<file path="src/rtl/rf_wb_arbiter.sv">
// rtl/rf_wb_arbiter.sv - two-requester register-file write-back arbiter with pending-write scoreboard
module rf_wb_arbiter #(
    parameter int XLEN    = 32,
    parameter bit DROP_X0 = 1'b1
) (
    input  logic            clk,
    input  logic            areset,
    input  logic            stall,
    input  logic            req0_valid,
    input  logic [4:0]      req0_rd,
    input  logic [XLEN-1:0] req0_data,
    output logic            req0_ready,
    input  logic            req1_valid,
    input  logic [4:0]      req1_rd,
    input  logic [XLEN-1:0] req1_data,
    output logic            req1_ready,
    input  logic            busy_set,
    input  logic [4:0]      busy_rd,
    output logic            rf_we,
    output logic [4:0]      rf_waddr,
    output logic [XLEN-1:0] rf_wdata,
    output logic [31:0]     pending
);

    logic            last_grant_q, last_grant_d;
    logic            rf_we_q, rf_we_d;
    logic [4:0]      rf_waddr_q, rf_waddr_d;
    logic [XLEN-1:0] rf_wdata_q, rf_wdata_d;
    logic [31:0]     pending_q, pending_d;

    logic            grant0;
    logic            grant1;
    logic [4:0]      sel_rd;
    logic [XLEN-1:0] sel_data;
    logic            forward;

    // last_grant_q names the requester served most recently; the other wins a tie.
    always_comb begin
        grant0   = !stall && req0_valid && (!req1_valid || last_grant_q);
        grant1   = !stall && req1_valid && (!req0_valid || !last_grant_q);
        sel_rd   = grant1 ? req1_rd : req0_rd;
        sel_data = grant1 ? req1_data : req0_data;
        forward  = (grant0 || grant1) && !(DROP_X0 && (sel_rd == 5'd0));

        last_grant_d = last_grant_q;
        if (grant0) begin
            last_grant_d = 1'b0;
        end
        if (grant1) begin
            last_grant_d = 1'b1;
        end

        rf_we_d    = forward;
        rf_waddr_d = forward ? sel_rd : rf_waddr_q;
        rf_wdata_d = forward ? sel_data : rf_wdata_q;

        // Clear first so a same-register set in the same cycle wins.
        pending_d = pending_q;
        if (rf_we_q) begin
            pending_d[rf_waddr_q] = 1'b0;
        end
        if (busy_set && (busy_rd != 5'd0)) begin
            pending_d[busy_rd] = 1'b1;
        end
        pending_d[0] = 1'b0;
    end

    always_ff @(posedge clk or negedge areset) begin
        if (!areset) begin
            last_grant_q <= 1'b1;
            rf_we_q      <= 1'b0;
            rf_waddr_q   <= 5'd0;
            rf_wdata_q   <= '0;
            pending_q    <= 32'd0;
        end else begin
            last_grant_q <= last_grant_d;
            rf_we_q      <= rf_we_d;
            rf_waddr_q   <= rf_waddr_d;
            rf_wdata_q   <= rf_wdata_d;
            pending_q    <= pending_d;
        end
    end

    assign req0_ready = grant0;
    assign req1_ready = grant1;
    assign rf_we      = rf_we_q;
    assign rf_waddr   = rf_waddr_q;
    assign rf_wdata   = rf_wdata_q;
    assign pending    = pending_q;

endmodule

</file>
<file path="config.mk">
export PLATFORM = sky130hd
export DESIGN_NAME = rf_wb_arbiter
export DESIGN_NICKNAME = d
export VERILOG_FILES = /design/src/rtl/rf_wb_arbiter.sv
export SDC_FILE = /design/constraint.sdc
export NUM_CORES = 1
export LEC_CHECK = 0
export CAP_MARGIN = 25
export CORE_ASPECT_RATIO = 0.8
export CORE_MARGIN = 4
export CORE_UTILIZATION = 50
export DETAILED_ROUTE_END_ITERATION = 10
export DONT_BUFFER_PORTS = 1
export PLACE_DENSITY = 0.71
export RECOVER_POWER = 25
export SLEW_MARGIN = 5
export SYNTH_ARGS = -nofsm -noshare
export SYNTH_HDL_FRONTEND = slang
export SYNTH_SLANG_ARGS = --single-unit
export TNS_END_PERCENT = 50
</file>
<file path="constraint.sdc">
create_clock -name clk -period 2.6 [get_ports clk]
set_input_delay 0.26 -clock clk [delete_from_list [all_inputs] [get_ports clk]]
set_output_delay 0.26 -clock clk [all_outputs]
set_load 0.005 [all_outputs]
</file>
== Word level (Yosys, flattened, before mapping) ==
Index checks and enable logic that the tools add are counted.

* Flip-flop bits (word level): 70
* Bits of input ports: 85
* Output and inout port bits: 72
* Logic and storage cells: 41

* Magnitude comparators: 4
* Muxes and demuxes: 10
* Bitwise gates (word level): 3
* Reduce and logical (&&, ||, !) cells: 19

{| class="wikitable"
|+ Operators with widths
! cell !! count
|-
| $mux 32 || 3
|-
| $and 32x32->32 || 1
|-
| $not 32->32 || 1
|-
| $or 32x32->32 || 1
|-
| $lt 5x6->1 const B || 2
|-
| $demux 1 s5 || 2
|-
| $ge 5x1->1 const B || 2
|-
| $logic_and 1x1->1 || 8
|-
| $logic_not 1->1 || 5
|-
| $logic_not 5->1 || 1
|-
| $mux 5 || 1
|-
| $reduce_bool 5->1 || 1
|-
| $mux 1 || 4
|-
| $logic_or 1x1->1 || 3
|-
| $reduce_bool 2->1 || 1
|}

== Depth between registers and ports, before layout ==
* Word-level depth: 9
* Gate-level depth with buffers: 7
* Gate-level depth less buffers: 5

== Least setup slack after synthesis ==
OpenSTA, ideal clock, no wires.

* Path kind: register to register
* From: register last_grant_q
* To: register rf_wdata_q[10] (netlist: rf_wdata[10])
* Library setup time: 125 ps
* Arrival time: 1700 ps
* Data required time: 2475 ps
* Setup slack: 775 ps
* Stages on the path, launching flop included: 6
* Path buffers: 1
* Clock period less this slack: 1825 ps
* Cells stage by stage: dfstp_2 > a21boi_4 > nand2_4 > dlymetal6s2s_1 > mux2_2 > mux2_4

* Cells in the longest elaborated chain, start to end: 7
* Elaborated cells on any way between the ends: 11
* Classes of those cells: 2 x mux; 9 x reduce/logical

{| class="wikitable"
|+ Ends and longest elaborated chain
! item !! line !! source
|-
| start, declared || 25 || <nowiki>logic last_grant_q, last_grant_d;</nowiki>
|-
| start signal, assigned || 76 || <nowiki>last_grant_q <= last_grant_d;</nowiki>
|-
| $logic_not 1->1 || 40 || <nowiki>grant1 = !stall && req1_valid && (!req0_valid || !last_grant_q);</nowiki>
|-
| $logic_or 1x1->1 || 40 ||
|-
| $logic_and 1x1->1 || 40 ||
|-
| $mux 5 || 41 || <nowiki>sel_rd = grant1 ? req1_rd : req0_rd;</nowiki>
|-
| $logic_not 5->1 || 43 || <nowiki>forward = (grant0 || grant1) && !(DROP_X0 && (sel_rd == 5'd0));</nowiki>
|-
| $logic_not 1->1 || 43 ||
|-
| $logic_and 1x1->1 || 43 ||
|-
| end signal, assigned || 79 || <nowiki>rf_wdata_q <= rf_wdata_d;</nowiki>
|-
| end, declared || 28 || <nowiki>logic [XLEN-1:0] rf_wdata_q, rf_wdata_d;</nowiki>
|}

Parallel ways exist; a longest one is shown, timed or not.
A chain may end at the register's enable or synchronous reset.

== Worst setup path in the final report ==
* From: register last_grant_q
* To: output req0_ready

* Cells in the longest elaborated chain, start to end: 2

{| class="wikitable"
|+ Ends and longest elaborated chain
! item !! line !! source
|-
| $logic_or 1x1->1 || 39 || <nowiki>grant0 = !stall && req0_valid && (!req1_valid || last_grant_q);</nowiki>
|-
| $logic_and 1x1->1 || 39 ||
|-
| end, declared || 12 || <nowiki>output logic req0_ready,</nowiki>
|}

Every way passes these cells.

==> qor.csv <==
metric,value,unit
status,finished with violations,
failing checks,"capacitance limit, slew limit",
hpwl dp,6070,microns
setup repair bufs after CTS,0,
IO Count,157,
CTS tree,built,
Slew headroom,-0.134,
die width,101,microns
Num CTS Buffers,9,
global route overflow,0,
final wirelength,8450,microns
hold buffers post-CTS,4,
Setup CP Type,flop to output pin,
Synth Warn #,0,
Leak,0.00150,uW
starting density of the core,0.530,
largest cells by area after synthesis,"dfrtp_1 (50%), mux2_4 (12%), mux2_2 (12%)",
layout cells sized above 1,0.318,
CP cell instances,a21boi_4 -> nand2_4 -> buf_4 -> inv_1 -> nor2_1,
syn_area_per_cell,12.4,sq um
top_reg_cell synth,dfrtp_1,
GRT Total Usage,0.199,
cell taking the most area after synthesis,dfrtp_1,
Final #Nets,372,
RSZ-0062 raised after global routing,no,
area occupied by registers,1750,sq um
asr flop ratio synth,1.00,
Routed Antenna Nets,0,
port buffer count,0,
core area,6570,sq um
wire length of the first global-routing pass,12800,microns
Power Dens Cells,803,nW/um^2
Fill cells,566,
Remaining DRCs,0,
Rows,26,
antenna cells,0,
fin crit share,0.810,
area of the multi-input gates,1620,sq um
Post-synth top cells,"dfrtp_1 (69), o21ai_0 (65), mux2_2 (36)",
sequential-to-total area share from yosys stat,0.503,
clock sink count,70,
Hold Crit Class,input port to flop,
post-synth top area share,0.496,
largest net degree at the start of global routing,71,
measured slew at the worst slew-check pin,1.70,ns
final setup fails,0,
crit-path max FO,35,
Post-DP Area,3520,sq um
"Req. time, crit path",2.34,ns
drt wl/cell,22.5,microns
Syn Nets,365,
Crit path buffers/inverters,2,
clk root buf,clkbuf_8,
final hold vios,0,
max-cap violations,1,
most frequent cell after synthesis,dfrtp_1,
vias in the first global route,2435,
Worst-path clk slew,0.07,ns
CP Launch Type,flop,
Final Critical Period,2.11,ns
Setup crit end kind,output pin,
1st-iter DRT viols,116,
vias per cell,6.36,
crit path DAT,1.85,ns
Pre-antenna DRT Iters,5,
"slowest stage delay, CP",0.59,ns
DR vias,2390,
post-CTS sizing,0,
die height,82.7,microns
setup TNS,0,ns
initial antenna violation count,0,
H-Tree Depth,3,
FMAX,475,MHz
Max VDD drop,0.463,mV
fin. max-slew vios,71,
Top delay family on crit path,flip-flops,
worst-case clock skew,0.00326,ns
clk buf depth,2,
synthesized cell area,3480,sq um
"Area growth, synth to finish",7.44,%
gp weighted congestion,0.882,
cells after synthesis,280,
post-synthesis sequential element count,70,
Crit-path slowest cell,dfstp_2,
post-synth cell types,41,
"EDFF count, synth",0,
cell area after layout,3740,sq um
insertion delay to the later sink of the worst-skew pair,0.33,ns
DIE AREA,8370,sq um
==> area by class of cell <==
| class | count | area share |
|---|---|---|
| flip-flops and latches | 70 | 0.468 |
| multi-input cells | 194 | 0.432 |
| clock buffers | 10 | 0.0368 |
| well taps | 84 | 0.0281 |
| repair buffers | 7 | 0.0194 |
| clock inverters | 6 | 0.0100 |
| inverters | 5 | 0.00502 |
==> cell usage in the layout, fill, tap and decap left out, types with 4 or more instances in the layout <==
cell type	n
nand2_1	5
clkbuf_8	10
dfrtp_1	69
nand3b_1	9
dlygate4sd3_1	4
mux2_2	36
mux2_4	28
o21ai_0	65
inv_1	5
nand3_1	6
or3_1	4
nor2_1	5
==> stage by stage <==
step	hold WS, ns	setup slack [ns]	std cells	power, uW	utilization
2_1_floorplan	-0.0356	0.775	280	2060	-
4_1_cts	0.00371	0.447	375	3040	0.571
6_report	0.0357	0.494	376	3000	0.569
3_3_place_gp	-0.0337	0.692	355	2200	0.536
5_1_grt	0.00815	0.243	376	3190	0.569
3_5_place_dp	-0.0335	0.639	355	2240	0.536
==> cells by family after synthesis <==
group,synth area share
muxes,0.237
and+or+nand+nor,0.0794
AOI/OAI and AO/OA,0.147
DFF,0.503
buffers and inverters,0.0323
other,0.00108
==> final timing paths <==
| check | start | cells past startpoint | slack, ns | to |
|---|---|---|---|---|
| worst max-delay path | last_grant_q$_DFFE_PN1P_ | 5 | 0.49 | req0_ready |
| worst min-delay path | busy_rd[0] | 1 | 0.04 | pending[4]$_DFF_PN0_ |
| worst max register to register | last_grant_q$_DFFE_PN1P_ | 5 | 0.63 | rf_wdata[19]$_DFFE_PN0P_ |
| worst min register to register | pending[17]$_DFF_PN0_ | 2 | 0.54 | pending[17]$_DFF_PN0_ |
| max in group asynchronous | areset | 2 | 0.65 | rf_wdata[29]$_DFFE_PN0P_ |
| min in group asynchronous | areset | 2 | 0.94 | pending[10]$_DFF_PN0_ |
==> flip-flops by register name, indices dropped and copies added (netlist names) <==
name	cells
rf_waddr	5
rf_wdata	32
rf_we	1
last_grant_q	1
pending	31
==> where the power goes <==
| part | internal [uW] | switching [uW] | leakage (uW) |
|---|---|---|---|
| Combinational | 286 | 252 | 0.000635 |
| Sequential | 1400 | 295 | 0.000782 |
| Clock | 366 | 399 | 0.0000841 |
==> layer usage <==
metal	vias to the layer above	track usage	part of all wire	wire, microns
met1	1202	0.252	0.40	3380
met5	-	0	0	0
met2	118	0.319	0.51	4330
li1	1062	-	-	-
met3	8	0.0697	0.077	650
met4	0	0.0717	0.010	86
No activity file was read; power rests on OpenSTA's default activity.
